**config.mk**
```make
export PLATFORM = sky130hd
export DESIGN_NAME = register_scoreboard_flat
export DESIGN_NICKNAME = d
export VERILOG_FILES = /design/src/rtl/register_scoreboard_pkg.sv /design/src/rtl/register_scoreboard_if.sv /design/src/rtl/register_scoreboard_entry.sv /design/src/rtl/register_scoreboard.sv /design/src/flat_wrapper.sv
export SDC_FILE = /design/constraint.sdc
export NUM_CORES = 1
export LEC_CHECK = 0
export CAP_MARGIN = 25
export CORE_AREA = 8 8 200 250
export DETAILED_ROUTE_END_ITERATION = 10
export DIE_AREA = 0 0 208 258
export PLACE_DENSITY = 0.79
export SLEW_MARGIN = 0
export SYNTH_ARGS = -nofsm -noshare
export SYNTH_HDL_FRONTEND = slang
export SYNTH_SLANG_ARGS = --single-unit
```
**constraint.sdc**
```tcl
create_clock -name clk -period 15.7 [get_ports clk]
set_input_delay 3.14 -clock clk [delete_from_list [all_inputs] [get_ports clk]]
set_output_delay 3.14 -clock clk [all_outputs]
set_load 0.01 [all_outputs]
```
**src/rtl/register_scoreboard_pkg.sv**
```systemverilog
// Shared constants and index helpers for the register scoreboard.
package register_scoreboard_pkg;

    localparam int REG_ADDR_W   = 5;
    localparam int NUM_REGS     = 32;
    localparam int NUM_WB_PORTS = 4;
    localparam int SB_IDX_W     = REG_ADDR_W + 1;
    localparam int SB_ENTRIES   = 2 * NUM_REGS;

    // Counter index: float-file registers occupy the upper half.
    function automatic logic [SB_IDX_W-1:0] sb_index(input logic is_float,
                                                     input logic [REG_ADDR_W-1:0] addr);
        return {is_float, addr};
    endfunction

    // Integer r0 is hardwired and never tracked.
    function automatic logic is_int_zero(input logic is_float,
                                         input logic [REG_ADDR_W-1:0] addr);
        return (!is_float) && (addr == '0);
    endfunction

endpackage

```
**src/rtl/register_scoreboard_if.sv**
```systemverilog
// Decode/issue/writeback bundle seen by the register scoreboard.
interface register_scoreboard_if #(
    parameter int TOTAL_W = 8
);
    import register_scoreboard_pkg::*;

    logic                  issue_valid;
    logic [REG_ADDR_W-1:0] issue_addr;
    logic                  issue_float;
    logic                  issue_ready;

    logic [REG_ADDR_W-1:0] rs_addr;
    logic [REG_ADDR_W-1:0] rt_addr;
    logic                  rs_float;
    logic                  rt_float;
    logic                  rs_used;
    logic                  rt_used;
    logic                  stall;

    logic                  write_enable_misc, write_enable_alu, write_enable_mem, write_enable_fpu;
    logic [REG_ADDR_W-1:0] write_addr_misc, write_addr_alu, write_addr_mem, write_addr_fpu;
    logic                  write_float_misc, write_float_alu, write_float_mem, write_float_fpu;

    logic [TOTAL_W-1:0]    outstanding_total;
    logic                  underflow_error;

    // Decode / writeback side drives requests and observes status.
    modport master (
        output issue_valid, issue_addr, issue_float,
        output rs_addr, rt_addr, rs_float, rt_float, rs_used, rt_used,
        output write_enable_misc, write_enable_alu, write_enable_mem, write_enable_fpu,
        output write_addr_misc, write_addr_alu, write_addr_mem, write_addr_fpu,
        output write_float_misc, write_float_alu, write_float_mem, write_float_fpu,
        input  issue_ready, stall, outstanding_total, underflow_error
    );

    // Scoreboard side.
    modport slave (
        input  issue_valid, issue_addr, issue_float,
        input  rs_addr, rt_addr, rs_float, rt_float, rs_used, rt_used,
        input  write_enable_misc, write_enable_alu, write_enable_mem, write_enable_fpu,
        input  write_addr_misc, write_addr_alu, write_addr_mem, write_addr_fpu,
        input  write_float_misc, write_float_alu, write_float_mem, write_float_fpu,
        output issue_ready, stall, outstanding_total, underflow_error
    );

endinterface

```
**src/rtl/register_scoreboard_entry.sv**
```systemverilog
// One outstanding-write counter: +inc -dec per cycle, clamped at zero.
module scoreboard_entry #(
    parameter int CNT_W = 2
) (
    input  logic             clk,
    input  logic             reset,
    input  logic             inc_i,
    input  logic [2:0]       dec_i,
    output logic             busy_o,
    output logic             busy_bypass_o,
    output logic             saturated_o,
    output logic             underflow_o,
    output logic [CNT_W-1:0] count_d_o
);

    // Wide enough for count+1 and for a decrement of up to 4.
    localparam int EW = (((CNT_W + 1) > 3) ? (CNT_W + 1) : 3) + 1;

    logic [CNT_W-1:0] count_q;
    logic [CNT_W-1:0] count_d;
    logic [EW-1:0]    cur_ext;
    logic [EW-1:0]    avail;
    logic [EW-1:0]    dec_ext;

    // Next count with underflow clamp; bypass busy ignores this cycle's issue.
    always_comb begin
        cur_ext     = EW'(count_q);
        avail       = cur_ext + EW'(inc_i);
        dec_ext     = EW'(dec_i);
        underflow_o = 1'b0;
        count_d     = '0;
        if (dec_ext > avail) begin
            underflow_o = 1'b1;
        end else begin
            count_d = CNT_W'(avail - dec_ext);
        end
    end

    assign busy_o        = (count_q != '0);
    assign busy_bypass_o = (cur_ext > dec_ext);
    assign saturated_o   = &count_q;
    assign count_d_o     = count_d;

    // Counter register.
    always_ff @(posedge clk) begin
        if (reset) begin
            count_q <= '0;
        end else begin
            count_q <= count_d;
        end
    end

endmodule

```
**src/rtl/register_scoreboard.sv**
```systemverilog
// Register scoreboard: counts in-flight writes per register and stalls decode
// on pending sources. Optional macro SCOREBOARD_BYPASS_EN lets a same-cycle
// writeback release the stall immediately.
module register_scoreboard
    import register_scoreboard_pkg::*;
#(
    parameter int CNT_W   = 2,
    parameter int TOTAL_W = 8
) (
    input  logic                  clk,
    input  logic                  reset,
    register_scoreboard_if.slave  sb
);

    logic [SB_ENTRIES-1:0] inc_vec, busy_vec, bypass_vec, sat_vec, uf_vec, busy_sel;
    logic [CNT_W-1:0]      count_d [SB_ENTRIES];
    logic [2:0]            dec_vec [SB_ENTRIES];

    logic                  wb_en  [NUM_WB_PORTS];
    logic [SB_IDX_W-1:0]   wb_idx [NUM_WB_PORTS];

    logic [SB_IDX_W-1:0]   issue_idx, rs_idx, rt_idx;
    logic                  issue_zero, stall_c, ready_c, accept;
    logic [TOTAL_W-1:0]    total_d, total_q;
    logic                  underflow_q;

    assign wb_en[0]  = sb.write_enable_misc;
    assign wb_en[1]  = sb.write_enable_alu;
    assign wb_en[2]  = sb.write_enable_mem;
    assign wb_en[3]  = sb.write_enable_fpu;
    assign wb_idx[0] = sb_index(sb.write_float_misc, sb.write_addr_misc);
    assign wb_idx[1] = sb_index(sb.write_float_alu,  sb.write_addr_alu);
    assign wb_idx[2] = sb_index(sb.write_float_mem,  sb.write_addr_mem);
    assign wb_idx[3] = sb_index(sb.write_float_fpu,  sb.write_addr_fpu);

    assign issue_idx  = sb_index(sb.issue_float, sb.issue_addr);
    assign rs_idx     = sb_index(sb.rs_float, sb.rs_addr);
    assign rt_idx     = sb_index(sb.rt_float, sb.rt_addr);
    assign issue_zero = is_int_zero(sb.issue_float, sb.issue_addr);

`ifdef SCOREBOARD_BYPASS_EN
    assign busy_sel = bypass_vec;
`else
    assign busy_sel = busy_vec;
`endif

    assign stall_c = (sb.rs_used && busy_sel[rs_idx]) || (sb.rt_used && busy_sel[rt_idx]);
    assign ready_c = !stall_c && (issue_zero || !sat_vec[issue_idx]);
    assign accept  = sb.issue_valid && ready_c && !issue_zero;

    genvar gi;
    generate
        for (gi = 0; gi < SB_ENTRIES; gi++) begin : g_entry
            if (gi == 0) begin : g_tie
                // Integer r0: never incremented or decremented, so never busy.
                assign inc_vec[gi] = 1'b0;
                assign dec_vec[gi] = 3'd0;
            end else begin : g_cnt
                assign inc_vec[gi] = accept && (issue_idx == SB_IDX_W'(gi));
                // Count matching enabled writeback ports.
                always_comb begin
                    dec_vec[gi] = 3'd0;
                    for (int p = 0; p < NUM_WB_PORTS; p++) begin
                        if (wb_en[p] && (wb_idx[p] == SB_IDX_W'(gi))) begin
                            dec_vec[gi] = dec_vec[gi] + 3'd1;
                        end
                    end
                end
            end

            scoreboard_entry #(.CNT_W(CNT_W)) u_entry (
                .clk           (clk),
                .reset         (reset),
                .inc_i         (inc_vec[gi]),
                .dec_i         (dec_vec[gi]),
                .busy_o        (busy_vec[gi]),
                .busy_bypass_o (bypass_vec[gi]),
                .saturated_o   (sat_vec[gi]),
                .underflow_o   (uf_vec[gi]),
                .count_d_o     (count_d[gi])
            );
        end
    endgenerate

    // Sum of all next-state counters, wrapping at the output width.
    always_comb begin
        total_d = '0;
        for (int i = 0; i < SB_ENTRIES; i++) begin
            total_d = total_d + TOTAL_W'(count_d[i]);
        end
    end

    // Registered total and sticky underflow flag.
    always_ff @(posedge clk) begin
        if (reset) begin
            total_q     <= '0;
            underflow_q <= 1'b0;
        end else begin
            total_q     <= total_d;
            underflow_q <= underflow_q | (|uf_vec);
        end
    end

    assign sb.stall             = stall_c;
    assign sb.issue_ready       = ready_c;
    assign sb.outstanding_total = total_q;
    assign sb.underflow_error   = underflow_q;

endmodule

```
**src/flat_wrapper.sv**
```systemverilog
// flat-port wrapper written by rule: the top's interface ports become plain ports
module register_scoreboard_flat import register_scoreboard_pkg::*;
#(
    parameter int CNT_W   = 2,
    parameter int TOTAL_W = 8
)
  (clk, reset, sb_issue_valid, sb_issue_addr, sb_issue_float, sb_rs_addr, sb_rt_addr, sb_rs_float, sb_rt_float, sb_rs_used, sb_rt_used, sb_write_enable_misc, sb_write_enable_alu, sb_write_enable_mem, sb_write_enable_fpu, sb_write_addr_misc, sb_write_addr_alu, sb_write_addr_mem, sb_write_addr_fpu, sb_write_float_misc, sb_write_float_alu, sb_write_float_mem, sb_write_float_fpu, sb_issue_ready, sb_stall, sb_outstanding_total, sb_underflow_error);
  register_scoreboard_if #(.TOTAL_W(TOTAL_W)) sb_i ();
  input  logic clk;
  input  logic reset;
  input wire logic [$bits(sb_i.issue_valid)-1:0] sb_issue_valid;
  input wire logic [$bits(sb_i.issue_addr)-1:0] sb_issue_addr;
  input wire logic [$bits(sb_i.issue_float)-1:0] sb_issue_float;
  input wire logic [$bits(sb_i.rs_addr)-1:0] sb_rs_addr;
  input wire logic [$bits(sb_i.rt_addr)-1:0] sb_rt_addr;
  input wire logic [$bits(sb_i.rs_float)-1:0] sb_rs_float;
  input wire logic [$bits(sb_i.rt_float)-1:0] sb_rt_float;
  input wire logic [$bits(sb_i.rs_used)-1:0] sb_rs_used;
  input wire logic [$bits(sb_i.rt_used)-1:0] sb_rt_used;
  input wire logic [$bits(sb_i.write_enable_misc)-1:0] sb_write_enable_misc;
  input wire logic [$bits(sb_i.write_enable_alu)-1:0] sb_write_enable_alu;
  input wire logic [$bits(sb_i.write_enable_mem)-1:0] sb_write_enable_mem;
  input wire logic [$bits(sb_i.write_enable_fpu)-1:0] sb_write_enable_fpu;
  input wire logic [$bits(sb_i.write_addr_misc)-1:0] sb_write_addr_misc;
  input wire logic [$bits(sb_i.write_addr_alu)-1:0] sb_write_addr_alu;
  input wire logic [$bits(sb_i.write_addr_mem)-1:0] sb_write_addr_mem;
  input wire logic [$bits(sb_i.write_addr_fpu)-1:0] sb_write_addr_fpu;
  input wire logic [$bits(sb_i.write_float_misc)-1:0] sb_write_float_misc;
  input wire logic [$bits(sb_i.write_float_alu)-1:0] sb_write_float_alu;
  input wire logic [$bits(sb_i.write_float_mem)-1:0] sb_write_float_mem;
  input wire logic [$bits(sb_i.write_float_fpu)-1:0] sb_write_float_fpu;
  output wire logic [$bits(sb_i.issue_ready)-1:0] sb_issue_ready;
  output wire logic [$bits(sb_i.stall)-1:0] sb_stall;
  output wire logic [$bits(sb_i.outstanding_total)-1:0] sb_outstanding_total;
  output wire logic [$bits(sb_i.underflow_error)-1:0] sb_underflow_error;
  assign sb_i.issue_valid = sb_issue_valid;
  assign sb_i.issue_addr = sb_issue_addr;
  assign sb_i.issue_float = sb_issue_float;
  assign sb_i.rs_addr = sb_rs_addr;
  assign sb_i.rt_addr = sb_rt_addr;
  assign sb_i.rs_float = sb_rs_float;
  assign sb_i.rt_float = sb_rt_float;
  assign sb_i.rs_used = sb_rs_used;
  assign sb_i.rt_used = sb_rt_used;
  assign sb_i.write_enable_misc = sb_write_enable_misc;
  assign sb_i.write_enable_alu = sb_write_enable_alu;
  assign sb_i.write_enable_mem = sb_write_enable_mem;
  assign sb_i.write_enable_fpu = sb_write_enable_fpu;
  assign sb_i.write_addr_misc = sb_write_addr_misc;
  assign sb_i.write_addr_alu = sb_write_addr_alu;
  assign sb_i.write_addr_mem = sb_write_addr_mem;
  assign sb_i.write_addr_fpu = sb_write_addr_fpu;
  assign sb_i.write_float_misc = sb_write_float_misc;
  assign sb_i.write_float_alu = sb_write_float_alu;
  assign sb_i.write_float_mem = sb_write_float_mem;
  assign sb_i.write_float_fpu = sb_write_float_fpu;
  assign sb_issue_ready = sb_i.issue_ready;
  assign sb_stall = sb_i.stall;
  assign sb_outstanding_total = sb_i.outstanding_total;
  assign sb_underflow_error = sb_i.underflow_error;
  register_scoreboard #(.CNT_W(CNT_W), .TOTAL_W(TOTAL_W)) u_core (.clk(clk), .reset(reset), .sb(sb_i));
endmodule
```
==> results.sh, run 1 <==
export IMPL_combPwrFrac_pct=46.9
export IMPL_h_tree_depth=4
export IMPL_cp_num_cells=39
export IMPL_ys_seq_area_share_pct=9.88
export IMPL_crit_path_end_kind="flip-flop"
export IMPL_fin_crit_sh_pct=91.8
export IMPL_vias=25400
export IMPL_mostFrequentLayoutCells="ha_1 (587), inv_1 (578), nor2_1 (391), nand2_1 (388), nand3_1 (202)"
export IMPL_wl_met3_um=11400
export IMPL_finClkSkew_ps=14.0
export IMPL_path_clk_slew_ps=70
export IMPL_pwr_share_clk_pct=29.5
export IMPL_rows=88
export IMPL_ys_warn_count=0
export IMPL_drc_errors=0
export IMPL_cp_required_ps=16020
export IMPL_grt_total_usage_pct=35.8
export IMPL_r2r_cells=38
export IMPL_synthMuxAreaShare_pct=3.58
export IMPL_postLayoutCoreUtil_pct=63.9
export IMPL_die_area_um2=53700
export IMPL_viasPerCell=6.03
export IMPL_synth_top_family_by_area="adder cells"
export IMPL_num_nets_final=4368
export IMPL_max_freq_ghz=0.0694
export IMPL_die_w_um=208
export IMPL_wl_met2_um=40500
export IMPL_chipHeight_um=258
export IMPL_synth_top_cell_area_share_pct=26.9
export IMPL_whs_ps=825
export IMPL_firstDrtPassIters=9
export IMPL_path_common_cell="fa_1"
export IMPL_leakage_nw=13.8
export IMPL_outcome="finished, final reports clean"
export IMPL_synth_adder_area_share_pct=36.1
export IMPL_top_layer="met5"
export IMPL_wl_per_cell_um=23.3
export IMPL_cp_arrival_ps=14740
export IMPL_wl_um=97800
export IMPL_cts_resized=0
export IMPL_synth_compound_area_share_pct=6.33
export IMPL_wl_met1_um=36100
export IMPL_portBuffers=61
export IMPL_drv_cap=0
export IMPL_syn_nets=4345
export IMPL_cts_tree="built"
export IMPL_dp_slack_ps=1170
export IMPL_synthSimpleGateAreaFrac_pct=26.1
export IMPL_synthTopCellsByArea="ha_1 (27%), dfxtp_1 (9.9%), fa_1 (9.2%), inv_1 (7.9%), nor2_1 (5.4%)"
export IMPL_synth_xor_area_share_pct=8.23
export IMPL_ys_ff_latch=135
export IMPL_synth_area_um2=27300
export IMPL_cts_inserted_buffers=17
export IMPL_cts_max_path_buffers=2
export IMPL_p_seq_share_pct=23.6
export IMPL_placed_cells=4169
export IMPL_finalMaxSlewViolations=0
export IMPL_hold_viol=0
export IMPL_final_common_cell="ha_1"
export IMPL_relSlewSlack_pct=19.3
export IMPL_worstSetupPathType="in2reg"
export IMPL_syn_area_per_cell_um2=7.64
export IMPL_hold_depth=3
export IMPL_p_per_area_nw_per_um2=53.3
export IMPL_syn_to_final_growth_pct=6.98
export IMPL_grt_max_degree=77
export IMPL_cts_sinks=135
export IMPL_fin_tns_setup_ps=0
export IMPL_async_flop_share_pct=0
export IMPL_switching_share_pct=40.5
export IMPL_core_area_um2=45800
export IMPL_place_area_um2=28600
export IMPL_path_buf_inv=8
export IMPL_diodes=0
export IMPL_gp_congestion=1.07
export IMPL_rsz0062_at_grt="false"
export IMPL_fin_cells=4202
export IMPL_ys_types=69
export IMPL_place_detailed_hpwl_um=81600
export IMPL_synthFlopType="dfxtp_1"
export IMPL_p_sw_mw=0.631
export IMPL_vdd_drop_max_uv=93.5
export IMPL_num_io_pins=62
export IMPL_cp_max_fo=22
export IMPL_synth_top_area_cell="ha_1"
export IMPL_initial_core_util_pct=59.7
export IMPL_hp_class="reg2reg"
export IMPL_root_buffer="clkbuf_16"
export IMPL_ant_nets=0
export IMPL_internal_power_mw=0.927
export IMPL_insertion_delay_ps=470
export IMPL_worst_slack_ps=1280
export IMPL_synth_edff_count=0
export IMPL_total_power_mw=1.56
export IMPL_layout_drive_gt1_share_pct=7.74
export IMPL_worstMarginPinSlew_ps=1200
export IMPL_antenna_found_initial=2
export IMPL_period_minus_slack_ps=14420
export IMPL_cpPeakStageDelay_ps=1020
export IMPL_crit_slowest_cell="clkdlybuf4s50_1"
export IMPL_grt_pass1_wl_um=144000
export IMPL_design_area_um2=29300
export IMPL_critPathLaunchType="primary input"
export IMPL_grt_pass1_vias=23800
export IMPL_post_cts_setup_buffer_count=0
export IMPL_grt_overflow_total=0
export IMPL_syn_inst=3581
export IMPL_hold_buffers=0
export IMPL_critPathTopFamily="adder cells"
export IMPL_drt_iter0_markers=2923
export IMPL_setup_viol_count_final=0
## worst min-delay path, delay by kind of cell, from the launching register on
kind,cells,cell delay (ps)
AND/OR/NAND/NOR,1,60
adder cells (fa/ha/maj),2,370
flip-flops,1,350
## worst paths after layout
check                                             start  slack (ps)                               endpoint
setup / recovery                       sb_issue_addr[0]        1280         u_core.sb.outstanding_total[7]
hold / removal    u_core.g_entry[49].u_entry.count_q[0]         830  u_core.g_entry[49].u_entry.count_q[0]
setup reg to reg  u_core.g_entry[47].u_entry.count_q[0]        4520         u_core.sb.outstanding_total[7]
hold reg to reg   u_core.g_entry[49].u_entry.count_q[0]         830  u_core.g_entry[49].u_entry.count_q[0]
## cells by family after synthesis
family / count (synthesis)
multiplexers: 75
flip-flops: 135
adder cells (fa/ha/maj): 713
XOR/XNOR: 257
AND/OR/NAND/NOR: 1430
buffers and inverters: 685
other: 1
AO/OA/AOI/OAI: 285
## sequential cells by signal, indices dropped and copies added, names as in the netlist
register                        count
u_core.g_entry.u_entry.count_q    126
u_core.sb.outstanding_total         8
u_core.sb.underflow_error           1
## routing by layer
| metal | up-vias | global-route usage (%) |
|---|---|---|
| met2 | 1586 | 54.6 |
| met3 | 446 | 7.72 |
| met5 | - | 0 |
| met1 | 11600 | 43.2 |
| li1 | 11700 | - |
| met4 | 2 | 28.9 |
## cells in the mapped netlist (67+ instances only)
cell,count
xnor2_1,132
nand2b_1,72
nand2_1,388
dfxtp_1,135
nor2b_1,86
nand3_1,203
ha_1,587
fa_1,126
nor3_1,88
xor2_1,125
a21oi_1,111
nor2_1,392
o21ai_0,83
inv_1,578
clkbuf_1,67
## area by class of cell
type	count	area [um^2]
Multi-Input combinational cell	2761	22000
Fill cell	3981	16500
Sequential cell	135	2700
Inverter	579	2170
Timing Repair Buffer	110	988
Tap cell	585	732
Clock buffer	19	433
Clock inverter	13	203
## power groups by stage
stage | Combinational, mW | Clock, mW | Sequential, mW
after floorplan | 0.520 | 0 | 0.372
after global placement | 0.693 | 0 | 0.375
after detailed placement | 0.713 | 0 | 0.375
after CTS | 0.720 | 0.455 | 0.367
after global routing | 0.813 | 0.469 | 0.368
final | 0.730 | 0.460 | 0.368
Power figures use the tool's default switching activity.
==> run 2: changes to the inputs <==
--- a/config.mk
+++ b/config.mk
@@ -10,7 +10,7 @@
 export DETAILED_ROUTE_END_ITERATION = 10
 export DIE_AREA = 0 0 208 258
 export PLACE_DENSITY = 0.79
-export SLEW_MARGIN = 0
+export SLEW_MARGIN = 20
 export SYNTH_ARGS = -nofsm -noshare
 export SYNTH_HDL_FRONTEND = slang
 export SYNTH_SLANG_ARGS = --single-unit
==> run 2 against run 1 <==
  * Combinational power grew 1%
  * Maximum frequency up 0.48%
  * Setup slack gained 69 ps
  * Critical path type unchanged
  * Cell area fell by 0.16%
  * Clock power shrank 8.7%
  * Cell count about the same
  * Critical path depth did not move
  * Die area unchanged
  * Largest cell class unchanged
  * First-iteration DRC count is 12% higher
  * Routed wire length decreased by 0.13%
  * Largest power group unchanged
  * Critical endpoint unchanged
==> results.sh, run 2 (synthesized netlist as in run 1, its figures left out) <==
export IMPL_insertion_delay_ps=460
export IMPL_multi_input_area_um2=22000
export IMPL_wl_per_cell_um=23.2
export IMPL_post_cts_setup_buffer_count=0
export IMPL_grt_pass1_vias=23900
export IMPL_grt_total_usage_pct=35.7
export IMPL_wl_met1_um=36300
export IMPL_antenna_found_initial=1
export IMPL_cpPeakStageDelay_ps=1030
export IMPL_h_tree_depth=4
export IMPL_rows=88
export IMPL_period_minus_slack_ps=14350
export IMPL_critPathLaunchType="primary input"
export IMPL_max_freq_ghz=0.0697
export IMPL_hold_buffers=0
export IMPL_path_common_cell="fa_1"
export IMPL_die_w_um=208
export IMPL_wl_um=97600
export IMPL_rsz0062_at_grt="false"
export IMPL_worstMarginPinSlew_ps=1200
export IMPL_cts_max_path_buffers=2
export IMPL_fin_crit_sh_pct=91.4
export IMPL_relSlewSlack_pct=19.5
export IMPL_place_detailed_hpwl_um=81500
export IMPL_whs_ps=813
export IMPL_final_common_cell="ha_1"
export IMPL_seq_area_um2=2700
export IMPL_chipHeight_um=258
export IMPL_critPathTopFamily="adder cells"
export IMPL_grt_pass1_wl_um=144000
export IMPL_wl_met3_um=10900
export IMPL_drc_errors=0
export IMPL_cp_max_fo=22
export IMPL_outcome="finished, final reports clean"
export IMPL_ant_nets=0
export IMPL_p_per_area_nw_per_um2=52.2
export IMPL_cts_tree="built"
export IMPL_hp_class="reg2reg"
export IMPL_mostFrequentLayoutCells="ha_1 (587), inv_1 (578), nor2_1 (391), nand2_1 (388), nand3_1 (202)"
export IMPL_layout_drive_gt1_share_pct=7.72
export IMPL_grt_max_degree=77
export IMPL_cp_required_ps=16020
export IMPL_cts_resized=0
export IMPL_fillCellCount=3971
export IMPL_finClkSkew_ps=15.4
export IMPL_crit_path_end_kind="flip-flop"
export IMPL_drt_iter0_markers=3266
export IMPL_leakage_nw=13.7
export IMPL_initial_core_util_pct=59.7
export IMPL_viasPerCell=6.07
export IMPL_syn_to_final_growth_pct=6.81
export IMPL_worstSetupPathType="in2reg"
export IMPL_grt_overflow_total=0
export IMPL_fin_tns_setup_ps=0
export IMPL_largest_register="u_core.g_entry.u_entry.count_q"
export IMPL_num_io_pins=62
export IMPL_path_buf_inv=8
export IMPL_portBuffers=61
export IMPL_vdd_drop_max_uv=96.6
export IMPL_top_layer="met4"
export IMPL_gp_congestion=1.07
export IMPL_core_area_um2=45800
export IMPL_vias=25500
export IMPL_num_nets_final=4366
export IMPL_largest_reg_flops=126
export IMPL_cts_inserted_buffers=17
export IMPL_firstDrtPassIters=7
export IMPL_wl_met2_um=40800
export IMPL_drv_cap=0
export IMPL_hold_viol=0
export IMPL_cts_sinks=135
export IMPL_cp_arrival_ps=14670
export IMPL_crit_slowest_cell="clkdlybuf4s50_1"
export IMPL_die_area_um2=53700
export IMPL_path_clk_slew_ps=60
export IMPL_finalMaxSlewViolations=0
export IMPL_setup_viol_count_final=0
export IMPL_root_buffer="clkbuf_16"
==> run 2: changes by cell type in the layout (fill, tap and decap cells not counted) <==
| cell | delta |
|---|---|
| buf_2 | -1 |
| bufinv_16 | -3 |
| clkbuf_4 | -1 |
| clkbuf_8 | +2 |
| clkinv_2 | -1 |
| clkinv_4 | -1 |
| clkinvlp_4 | +2 |
| diode_2 | +1 |
| inv_6 | +1 |
| nor4_1 | -1 |
| nor4_4 | +1 |
==> run 2: cell type report <==
cell class                      count  area share, %
Multi-Input combinational cell   2761           75.5
Sequential cell                   135           9.25
Inverter                          579           7.44
Timing Repair Buffer              108           3.34
Tap cell                          585           2.51
Clock buffer                       21           1.58
Clock inverter                     11          0.420
Antenna cell                        1        0.00857
==> run 2: final timing paths <==
kind	from	end	slack, ps	cells after the start
min reg2reg	u_core.g_entry[60].u_entry.count_q[0]	u_core.g_entry[60].u_entry.count_q[0]	810	3
max reg2reg	u_core.g_entry[47].u_entry.count_q[0]	u_core.sb.outstanding_total[7]	4630	38
max	sb_issue_addr[0]	u_core.sb.outstanding_total[7]	1350	39
min	u_core.g_entry[60].u_entry.count_q[0]	u_core.g_entry[60].u_entry.count_q[0]	810	3
==> run 2: layer usage <==
layer	track usage [%]	vias up
met5	0	-
met2	54.6	1555
met1	43.4	11800
met4	28.5	0
met3	7.41	435
li1	-	11700
==> run 2: through the flow <==
step / total power [mW] / util, % / std cells / worst slack, ps / cell area [um^2]
final: 1.52 / 63.8 / 4201 / 1350 / 29200
after floorplan: 0.892 / - / 3581 / 2870 / 27300
after global placement: 1.07 / 62.5 / 4168 / 1300 / 28600
after global routing: 1.62 / 63.8 / 4200 / 926 / 29200
after CTS: 1.51 / 63.7 / 4200 / 1570 / 29200
after detailed placement: 1.09 / 62.5 / 4168 / 1140 / 28600
==> run 2: power by group <==
| group | switching, mW | internal (mW) |
|---|---|---|
| Combinational | 0.444 | 0.293 |
| Clock | 0.178 | 0.242 |
| Sequential | 0.0116 | 0.356 |
==> run 2: worst min-delay path, delay by kind of cell (launching register included) <==
| kind | cells | cell delay, ps |
|---|---|---|
| fa+ha+maj | 2 | 350 |
| flops | 1 | 350 |
| simple gates | 1 | 60 |
